==> config.mk <==
export PLATFORM = sky130hd
export DESIGN_NAME = serial_subtractor
export DESIGN_NICKNAME = d
export VERILOG_FILES = /design/src/rtl/serial_subtractor.sv
export SDC_FILE = /design/constraint.sdc
export NUM_CORES = 1
export LEC_CHECK = 0
export BUFFER_PORTS_ARGS = -buffer_cell sky130_fd_sc_hd__buf_2
export CAP_MARGIN = 20
export CORE_ASPECT_RATIO = 1.2
export CORE_MARGIN = 2
export CORE_UTILIZATION = 50
export CTS_BUF_LIST = sky130_fd_sc_hd__clkbuf_4
export CTS_CLUSTER_DIAMETER = 30
export DETAILED_ROUTE_END_ITERATION = 16
export GPL_ROUTABILITY_DRIVEN = 0
export PLACE_DENSITY = 0.73
export SKIP_CTS_REPAIR_TIMING = 1
export SYNTH_ARGS = -nofsm -noshare
export SYNTH_HDL_FRONTEND = slang
export SYNTH_SLANG_ARGS = --single-unit
==> constraint.sdc <==
create_clock -name clk -period 1.6 [get_ports clk]
set_input_delay 0.08 -clock clk [delete_from_list [all_inputs] [get_ports clk]]
set_output_delay 0.08 -clock clk [all_outputs]
set_load 0.1 [all_outputs]
==> src/rtl/serial_subtractor.sv <==
// serial_subtractor: bit-serial a-b using one full-adder slice (a + ~b + 1), LSB first.
// Ports: clk, rst (sync, active-high), start, a, b -> busy, done, diff, borrow
//        and ovf, which exists only when SERIAL_SUB_OVF_EN is defined.
// Macro SERIAL_SUB_OVF_EN: adds the registered signed-overflow output ovf.
module serial_subtractor #(
    parameter int WIDTH = 8
) (
    input  logic             clk,
    input  logic             rst,
    input  logic             start,
    input  logic [WIDTH-1:0] a,
    input  logic [WIDTH-1:0] b,
    output logic             busy,
    output logic             done,
    output logic [WIDTH-1:0] diff,
`ifdef SERIAL_SUB_OVF_EN
    output logic             borrow,
    output logic             ovf
`else
    output logic             borrow
`endif
);

    localparam int CW = $clog2(WIDTH + 1);
    localparam logic [CW-1:0] LAST = CW'(WIDTH - 1);

    localparam logic [1:0] S_IDLE  = 2'd0;
    localparam logic [1:0] S_SHIFT = 2'd1;
    localparam logic [1:0] S_DONE  = 2'd2;

    logic [1:0]       r_state;
    logic [WIDTH-1:0] r_a;
    logic [WIDTH-1:0] r_b;
    logic [WIDTH-1:0] r_res;
    logic [CW-1:0]    r_cnt;
    logic             r_carry;
    logic [WIDTH-1:0] r_diff;
    logic             r_borrow;

    logic             w_nb;
    logic             w_sum;
    logic             w_cout;
    logic             w_accept;
    logic [WIDTH-1:0] w_res_next;

    // One full-adder slice on the current LSBs; b is inverted for subtraction.
    assign w_nb   = ~r_b[0];
    assign w_sum  = r_a[0] ^ w_nb ^ r_carry;
    assign w_cout = (r_a[0] & w_nb) | (r_a[0] & r_carry) | (w_nb & r_carry);

    // Sum bits enter at the MSB, so after WIDTH shifts bit 0 holds the LSB.
    assign w_res_next = {w_sum, r_res[WIDTH-1:1]};

    assign w_accept = start && ((r_state == S_IDLE) || (r_state == S_DONE));

    assign busy   = (r_state == S_SHIFT);
    assign done   = (r_state == S_DONE);
    assign diff   = r_diff;
    assign borrow = r_borrow;

`ifdef SERIAL_SUB_OVF_EN
    logic r_ovf;
    assign ovf = r_ovf;

    // Carry into the MSB is the carry register during the last slice.
    always_ff @(posedge clk) begin
        if (rst) begin
            r_ovf <= 1'b0;
        end else if (r_state == S_SHIFT && r_cnt == LAST) begin
            r_ovf <= r_carry ^ w_cout;
        end
    end
`endif

    always_ff @(posedge clk) begin
        if (rst) begin
            r_state  <= S_IDLE;
            r_a      <= '0;
            r_b      <= '0;
            r_res    <= '0;
            r_cnt    <= '0;
            r_carry  <= 1'b0;
            r_diff   <= '0;
            r_borrow <= 1'b0;
        end else begin
            case (r_state)
                S_IDLE, S_DONE: begin
                    if (w_accept) begin
                        r_a     <= a;
                        r_b     <= b;
                        r_carry <= 1'b1;
                        r_cnt   <= '0;
                        r_state <= S_SHIFT;
                    end else begin
                        r_state <= S_IDLE;
                    end
                end
                S_SHIFT: begin
                    r_a     <= r_a >> 1;
                    r_b     <= r_b >> 1;
                    r_carry <= w_cout;
                    r_res   <= w_res_next;
                    if (r_cnt == LAST) begin
                        r_diff   <= w_res_next;
                        r_borrow <= ~w_cout;
                        r_state  <= S_DONE;
                    end else begin
                        r_cnt <= r_cnt + CW'(1);
                    end
                end
                default: r_state <= S_IDLE;
            endcase
        end
    end

endmodule

==> results of run 1 <==
-- cells in the mapped netlist (all sizes together) --
master	instances
a211oi	1
a21o	1
a21oi	13
a311oi	14
and3b	1
and4b	1
buf	9
clkbuf	7
dfxtp	39
fa	1
ha	1
inv	2
mux2	2
mux2i	8
nand2	44
nand2b	18
nand3	3
nand3b	1
nand4	1
nor2	17
nor2b	4
nor3	3
nor3b	1
o211ai	2
o21a	1
or3	1
-- registers in the layout, indices dropped and copies added (netlist names) --
signal and flops:
r_res 7, r_state 2, r_cnt 4, r_carry 1, borrow 1, diff 8, r_b 8, r_a 8
-- layer usage --
layer,vias to the layer above,track usage (%)
li1,733,-
met2,32,30.17
met1,636,21.99
met4,0,9.593
met5,-,0
met3,8,4.215
-- power groups by stage --
stage          clock network, uW  logic, uW  registers [uW]
4_1_cts                      479        251            1050
2_1_floorplan                  0        182            1070
3_5_place_dp                   0        250            1070
6_report                     460        261            1050
5_1_grt                      519        298            1060
3_3_place_gp                   0        247            1070
-- area by class of cell --
| class | instances | area (um^2) | share of cell area (%) |
|---|---|---|---|
| Clock inverter | 2 | 8.758 | 0.4380 |
| Clock buffer | 5 | 37.54 | 1.877 |
| Timing Repair Buffer | 44 | 302.8 | 15.14 |
| Sequential cell | 39 | 780.7 | 39.05 |
| Multi-Input combinational cell | 139 | 813.3 | 40.68 |
| Inverter | 2 | 10.01 | 0.5006 |
| Tap cell | 37 | 46.29 | 2.315 |
-- how the worst min path moves through the flow --
stage | startpoint | to | slack [ns] | cells after the start
finish | a[2] | r_a[2] | -0.01 | 3
global route | a[2] | r_a[2] | 0.002 | 3
floorplan | a[7] | r_a[7] | 0.22 | 2
global placement | b[7] | r_b[7] | 0.33 | 3
CTS | a[7] | r_a[7] | -0.05 | 3
detailed placement | a[7] | r_a[7] | 0.33 | 3
-- metrics by stage --
stage / util, % / hold slack, ns / setup WS [ns]
2_1_floorplan: - / 0.2160 / 0.1835
3_3_place_gp: 57.40 / 0.3287 / 0.2610
3_5_place_dp: 57.40 / 0.3319 / 0.2118
4_1_cts: 58.81 / -0.04614 / 0.1244
5_1_grt: 60.95 / 0.002375 / 0.05551
6_report: 60.95 / -0.01442 / 0.1476
-- kinds of logic (layout without fill, tap and decap cells) --
family                   count (synthesis)  in the layout  share of synthesized area (%)
AO/OA/AOI/OAI                           32             32                          13.33
adder cells (fa/ha/maj)                  2              2                          1.926
buffers and inverters                   18             53                          5.778
flip-flops                              39             39                          46.22
multiplexers                            10             10                          6.296
AND/OR/NAND/NOR                         95             95                          26.44
-- worst max-delay path, delay by kind of cell (launching register included) --
kind,cells,cell delay [ns]
buffers and inverters,3,0.48
flip-flops,1,0.39
AND/OR/NAND/NOR,1,0.16
==> results.yml, run 1 <==
floorplanning:
  initial_core_util_pct: 51.49
  core_mm2: 0.003281
  die_h_um: 67.67
  die_w_um: 57.06
  die_area_mm2: 0.003861
  num_io_pins: 30
  rows: 23
layout:
  n_antenna_cell: 0
  drive_gt1_share_pct: 20.78
  final_cells: 268
  fill_cells: 288
  layout_common_cells: "44 x nand2_1, 39 x dfxtp_1, 28 x buf_2, 18 x nand2b_1, 17 x nor2_1"
  fin_nets: 252
  stdcell_area_mm2: 0.001999
  final_common_cell: "nand2_1"
  synthToLayoutAreaGrowth_pct: 18.37
power:
  p_sw_share_pct: 26.97
  p_per_area_mw_per_mm2: 885.2
  p_sw_uw: 477.4
  power_frac_comb_pct: 14.8
  p_int_uw: 1293
  p_clk_share_pct: 26.0
  power_frac_seq_pct: 59.3
  finalPower_uw: 1770
  ir_worst_vdd_mv: 0.6041
  p_leak_uw: 0.0008033
detailed_routing:
  ant_nets: 0
  met1_length_mm: 1.397
  routed_wl_mm: 3.086
  met3_length_um: 145
  routed.top_layer: "met4"
  wl_met2_mm: 1.466
  wl_per_cell_um: 11.51
  dr.first_iter.drc_count: 21
  drtPass1Iterations: 4
  drc: 0
  vias: 1409
  viasPerCell: 5.257
critical_path:
  reg2reg_slack_ns: 0.23
  crit_chain: "nand2b_1 > inv_4 > buf_4 > buf_12"
  ff2ff_path_depth: 5
  critPathMaxFanout: 9
  worst_path_max_delay_cell: "dfxtp_1"
  worstSetupEndpointType: "primary output"
  crit_start: "r_state[0]"
  cp-start-kind: "register"
  arrival_ns: 1.37
  crit_path_end: "busy"
  r2r-start: "r_state[0]"
  max_stage_delay_ns: 0.39
  r2r-end: "diff[0]"
  crit_type: "reg -> out"
  cp.required_ns: 1.52
cts:
  clkSlewWorstSetupHoldPaths_ns: 0.11
  clk_latency_ns: 0.34
  cts_max_path_buffers: 2
  h-tree-depth: 2
  cts_inserted_buffers: 5
  cts_root_buffer: "clkbuf_4"
  cts_tree: "done"
  clock_sinks: 39
sta:
  worst_slew_pin_slew_ns: 0.4827
  fin_skew_ns: 0.004366
  setup_viol: 0
  maxSlewViolCount: 0
  hold_violations: 8
  setup_tns_ns: 0
  slew_headroom_pct: 68.04
  rsz0062_at_grt: "no"
  max_freq_mhz: 688.5
  fin_crit_ns: 1.452
  fin_crit_sh_pct: 90.78
  whs_ns: -0.01442
placed_design:
  placed_area_mm2: 0.001883
  dp_hpwl_mm: 1.980
  dpl.cell_count: 254
  io_buffers: 29
global_route:
  grt_pass1_vias: 1283
  grt.total_usage_pct: 18.20
  grt_overflow: 0
  grt_pass1_wl_mm: 5.430
  antenna_found_initial: 0
  grt_max_degree: 43
logic_synthesis:
  synth_area_leaders: "dfxtp_1 46%, nand2_1 9.8%, a311oi_1 7.3%, nand2b_1 6.7%, mux2i_1 4.7%"
  synth_top_area_cell: "dfxtp_1"
  seq_area_frac_synth_pct: 46.22
  synthesis.area_mm2: 0.001689
  ys_types: 32
  syn_nets: 217
  synth_top_area_share_pct: 46.22
  syn-mean-instance-area_um2: 8.618
  yosysWarnings: 0
  synth.ff_latch_count: 39
  syn_inst: 196
status:
  outcome: "finished, violations left"
  violations: "negative hold slack"
job:
  drv_cap: 0
hold_path:
  hp-class: "in -> reg"
Power figures use the tool's default switching activity.
==> run 2: changes to the inputs <==
--- a/config.mk
+++ b/config.mk
@@ -7,7 +7,7 @@
 export LEC_CHECK = 0
 export BUFFER_PORTS_ARGS = -buffer_cell sky130_fd_sc_hd__buf_2
 export CAP_MARGIN = 20
-export CORE_ASPECT_RATIO = 1.2
+export CORE_ASPECT_RATIO = 1.1
 export CORE_MARGIN = 2
 export CORE_UTILIZATION = 50
 export CTS_BUF_LIST = sky130_fd_sc_hd__clkbuf_4
==> results.yml, run 2 (synthesis results as in run 1) <==
status:
  violations: "negative hold slack"
  outcome: "finished, violations left"
global_route:
  grt_pass1_vias: 1283
  grt_overflow: 0
  grt_pass1_wl_mm: 5.416
  grt_max_degree: 28
  antenna_found_initial: 0
  grt.total_usage_pct: 18.18
power:
  p_leak_uw: 0.0008329
  p_sw_share_pct: 25.06
  p_clk_share_pct: 32.4
  p_sw_uw: 489.6
  ir_worst_vdd_mv: 0.5488
  power_frac_seq_pct: 53.8
  p_per_area_mw_per_mm2: 944.4
  power_frac_comb_pct: 13.8
  finalPower_uw: 1953
  p_int_uw: 1464
hold_path:
  hp-start: "b[1]"
  hp-class: "in -> reg"
  min_path_cells: 3
layout:
  stdcell_area_mm2: 0.002068
  n_antenna_cell: 0
  final_cells: 272
  final_common_cell: "nand2_1"
  multi_input_area_um2: 813.3
  fin_nets: 256
  synthToLayoutAreaGrowth_pct: 22.44
  drive_gt1_share_pct: 20.76
  register_area_um2: 780.7
  layout_common_cells: "44 x nand2_1, 39 x dfxtp_1, 28 x buf_2, 18 x nand2b_1, 17 x nor2_1"
  fill_cells: 299
critical_path:
  r2r-start: "r_cnt[0]"
  ff2ff_path_depth: 4
  crit_path_end: "busy"
  cp_num_buf_inv: 3
  max_stage_delay_ns: 0.33
  r2r-end: "diff[7]"
  critPathMaxFanout: 12
  crit_chain: "nand2b_1 > inv_4 > buf_4 > buf_12"
  cp.depth: 4
  cp-start-kind: "register"
  cp.required_ns: 1.52
  critPathTopFamily: "buffers and inverters"
  crit_start: "r_state[1]"
  crit_type: "reg -> out"
  arrival_ns: 1.36
  worstSetupEndpointType: "primary output"
  reg2reg_slack_ns: 0.22
  worst_path_max_delay_cell: "dfxtp_1"
floorplanning:
  die_w_um: 59.42
  num_io_pins: 30
  die_area_mm2: 0.003860
  initial_core_util_pct: 51.57
  core_mm2: 0.003276
  die_h_um: 64.96
  rows: 22
detailed_routing:
  drc: 0
  wl_per_cell_um: 11.84
  viasPerCell: 5.320
  drtPass1Iterations: 4
  ant_nets: 0
  dr.first_iter.drc_count: 41
  vias: 1447
  routed_wl_mm: 3.220
cts:
  cts_tree: "done"
  h-tree-depth: 2
  clock_sinks: 39
  cts_root_buffer: "clkbuf_4"
  clkSlewWorstSetupHoldPaths_ns: 0.12
  cts_inserted_buffers: 5
  clk_latency_ns: 0.34
  cts_max_path_buffers: 2
sta:
  setup_viol: 0
  slew_headroom_pct: 67.32
  setup_tns_ns: 0
  fin_crit_sh_pct: 90.01
  rsz0062_at_grt: "no"
  maxSlewViolCount: 0
  whs_ns: -0.009373
  hold_violations: 2
  worst_slew_pin_slew_ns: 0.4935
  max_freq_mhz: 694.4
  fin_ws_ns: 0.1598
  fin_crit_ns: 1.440
  fin_skew_ns: 0.008260
placed_design:
  dp_hpwl_mm: 2.058
  io_buffers: 29
  placed_area_mm2: 0.001882
  place_ws_ns: 0.2421
  dpl.cell_count: 253
job:
  drv_cap: 0
==> run 2: changes by cell type in the layout (fill, tap and decap cells not counted) <==
cell           before  now
dlygate4sd3_1       7   11
bufinv_16           0    1
==> run 2: metal layers <==
| layer | vias up | share of wire [%] | GRT usage (%) |
|---|---|---|---|
| li1 | 743 | - | - |
| met1 | 668 | 45 | 20.77 |
| met2 | 30 | 49 | 31.59 |
| met3 | 6 | 4.2 | 5.389 |
| met4 | 0 | 1.4 | 5.966 |
| met5 | - | 0 | 0 |
==> run 2: layout make-up <==
class / count / area share (%)
clock buffers: 5 / 1.815
clock inverters: 3 / 1.875
inverters: 2 / 0.4840
multi-input cells: 139 / 39.32
flip-flops and latches: 39 / 37.75
well taps: 36 / 2.178
repair buffers: 48 / 16.58
==> run 2: per-stage QoR <==
stage               hold slack (ns)  util [%]
finish                    -0.009373     63.14
global route               0.002867     63.14
CTS                        -0.04184     59.78
detailed placement           0.3325     57.45
global placement             0.3260     57.45
floorplan                    0.2160         -
==> run 2: worst min-delay path by stage <==
stage and endpoint:
5_1_grt r_b[1], 6_report r_b[1], 4_1_cts r_a[7], 2_1_floorplan r_a[7]
3_5_place_dp r_a[7], 3_3_place_gp r_b[7]
==> run 2: power groups by stage <==
stage	Sequential, uW	Combinational [uW]	Clock [uW]
3_5_place_dp	1070	252	0
3_3_place_gp	1070	247	0
4_1_cts	1050	252	650
2_1_floorplan	1070	182	0
6_report	1050	270	633
5_1_grt	1060	306	694
==> run 2: worst register-to-register path, delay by kind of cell (launching register included) <==
kind | cells | cell delay (ns)
flip-flops | 1 | 0.38
multiplexers | 1 | 0.19
buffers and inverters | 1 | 0.20
AND/OR/NAND/NOR | 1 | 0.28
adder cells (fa/ha/maj) | 1 | 0.27
==> run 3: changes to the inputs <==
--- a/config.mk
+++ b/config.mk
@@ -9,12 +9,12 @@
 export CAP_MARGIN = 20
 export CORE_ASPECT_RATIO = 1.1
 export CORE_MARGIN = 2
-export CORE_UTILIZATION = 50
+export CORE_UTILIZATION = 53
 export CTS_BUF_LIST = sky130_fd_sc_hd__clkbuf_4
 export CTS_CLUSTER_DIAMETER = 30
 export DETAILED_ROUTE_END_ITERATION = 16
 export GPL_ROUTABILITY_DRIVEN = 0
-export PLACE_DENSITY = 0.73
+export PLACE_DENSITY = 0.76
 export SKIP_CTS_REPAIR_TIMING = 1
 export SYNTH_ARGS = -nofsm -noshare
 export SYNTH_HDL_FRONTEND = slang
==> results.yml, run 3 (synthesis results as in run 1) <==
floorplanning:
  rows: 21
  core_mm2: 0.003048
  die_h_um: 63.21
  initial_core_util_pct: 55.42
  die_area_mm2: 0.003655
  num_io_pins: 30
  die_w_um: 57.83
sta:
  whs_ns: -0.01113
  fin_skew_ns: 0.009090
  setup_viol: 0
  setup_tns_ns: 0
  fin_ws_ns: 0.2005
  max_freq_mhz: 714.5
  hold_violations: 4
  fin_crit_sh_pct: 87.47
  maxSlewViolCount: 0
  worst_slew_pin_slew_ns: 0.4963
  slew_headroom_pct: 67.14
  rsz0062_at_grt: "no"
  fin_crit_ns: 1.400
cts:
  cts_tree: "done"
  cts_inserted_buffers: 5
  h-tree-depth: 2
  cts_root_buffer: "clkbuf_4"
  cts_max_path_buffers: 2
  clkSlewWorstSetupHoldPaths_ns: 0.11
  clock_sinks: 39
  clk_latency_ns: 0.35
job:
  drv_cap: 0
critical_path:
  worstSetupEndpointType: "register"
  ff2ff_path_depth: 5
  cp-start-kind: "register"
  crit_chain: "nand2b_1 > clkinv_4 > and4b_4 > buf_4 > mux2i_1"
  r2r-start: "r_state[0]"
  crit_type: "reg -> reg"
  r2r-end: "diff[6]"
  cp.required_ns: 1.88
  max_stage_delay_ns: 0.39
  worst_path_max_delay_cell: "dfxtp_1"
  critPathMaxFanout: 15
  reg2reg_slack_ns: 0.20
  arrival_ns: 1.68
power:
  p_per_area_mw_per_mm2: 885.9
  p_leak_uw: 0.0007994
  ir_worst_vdd_mv: 0.7358
  finalPower_uw: 1772
detailed_routing:
  drtPass1Iterations: 4
  wl_per_cell_um: 12.32
  drc: 0
  dr.first_iter.drc_count: 38
  vias: 1448
  routed_wl_mm: 3.278
  viasPerCell: 5.444
  ant_nets: 0
placed_design:
  place_ws_ns: 0.1665
  io_buffers: 29
  dp_hpwl_mm: 2.271
global_route:
  grtUsageMet2_pct: 34.66
  grt.total_usage_pct: 19.76
  grt_overflow: 0
  use_met3_pct: 5.955
  grt_max_degree: 34
  grt_pass1_vias: 1354
  grt_busiest_layer: "met2"
  met1_usage_pct: 22.16
  grt_pass1_wl_mm: 5.658
  antenna_found_initial: 0
layout:
  layout_common_cells: "44 x nand2_1, 39 x dfxtp_1, 28 x buf_2, 18 x nand2b_1, 17 x nor2_1"
  n_antenna_cell: 0
  fill_cells: 259
  synthToLayoutAreaGrowth_pct: 18.44
  drive_gt1_share_pct: 19.83
  fin_nets: 253
  final_common_cell: "nand2_1"
hold_path:
  hp-class: "in -> reg"
  min_to: "r_a[2]"
  min_path_cells: 3
  hp-start: "a[2]"
status:
  violations: "negative hold slack"
  outcome: "finished, violations left"
[run 3: cell types whose count changed in the layout (fill, tap and decap cells not counted)]
cell | before | now
dlygate4sd3_1 | 11 | 10
clkinv_4 | 0 | 1
bufinv_16 | 1 | 0
inv_4 | 1 | 0
buf_12 | 2 | 1
buf_4 | 7 | 6
[run 3: worst max-delay path: cells and delay by family, from the launching register on]
kind	cells	cell delay (ns)
buf+inv	2	0.34
flops	1	0.39
mux	1	0.20
simple gates	2	0.41
[run 3: cell type report]
class | instances | area [um^2] | share of cell area (%)
Timing Repair Buffer | 45 | 305.3 | 15.26
Sequential cell | 39 | 780.7 | 39.02
Tap cell | 34 | 42.54 | 2.126
Inverter | 2 | 12.51 | 0.6254
Clock inverter | 2 | 8.758 | 0.4378
Multi-Input combinational cell | 139 | 813.3 | 40.65
Clock buffer | 5 | 37.54 | 1.876
[run 3: report_power, final]
group / total (uW) / switching (uW) / internal (uW) / leakage (uW)
logic: 260 / 147 / 113 / 0.000453
registers: 1050 / 29.9 / 1020 / 0.000318
clock network: 462 / 306 / 156 / 0.0000285
total: 1770 / 483 / 1290 / 0.000799
[run 3: metrics by stage]
stage / hold WS [ns] / util, % / instance area [um^2] / instances
after floorplan: 0.2160 / - / 1692 / 196
after global placement: 0.3255 / 60.76 / 1852 / 249
after detailed placement: 0.3281 / 60.76 / 1852 / 249
after CTS: -0.04419 / 62.27 / 1898 / 256
after global routing: 0.001709 / 65.64 / 2001 / 266
final: -0.01113 / 65.64 / 2001 / 266
[run 3: per-layer routing]
metal	wire length, um	up-vias
met3	148	6
li1	-	735
met2	1566	26
met1	1507	681
met4	55	0
met5	0	-
[run 3: worst max path at each step]
stage / start / endpoint / slack [ns] / cells past startpoint
floorplan: r_state[0] / r_cnt[1] / 0.18 / 6
global placement: r_state[0] / diff[7] / 0.25 / 5
detailed placement: r_state[0] / diff[7] / 0.17 / 5
CTS: r_state[0] / diff[6] / 0.15 / 5
global route: r_state[0] / diff[7] / 0.03 / 5
finish: r_state[0] / diff[6] / 0.20 / 5
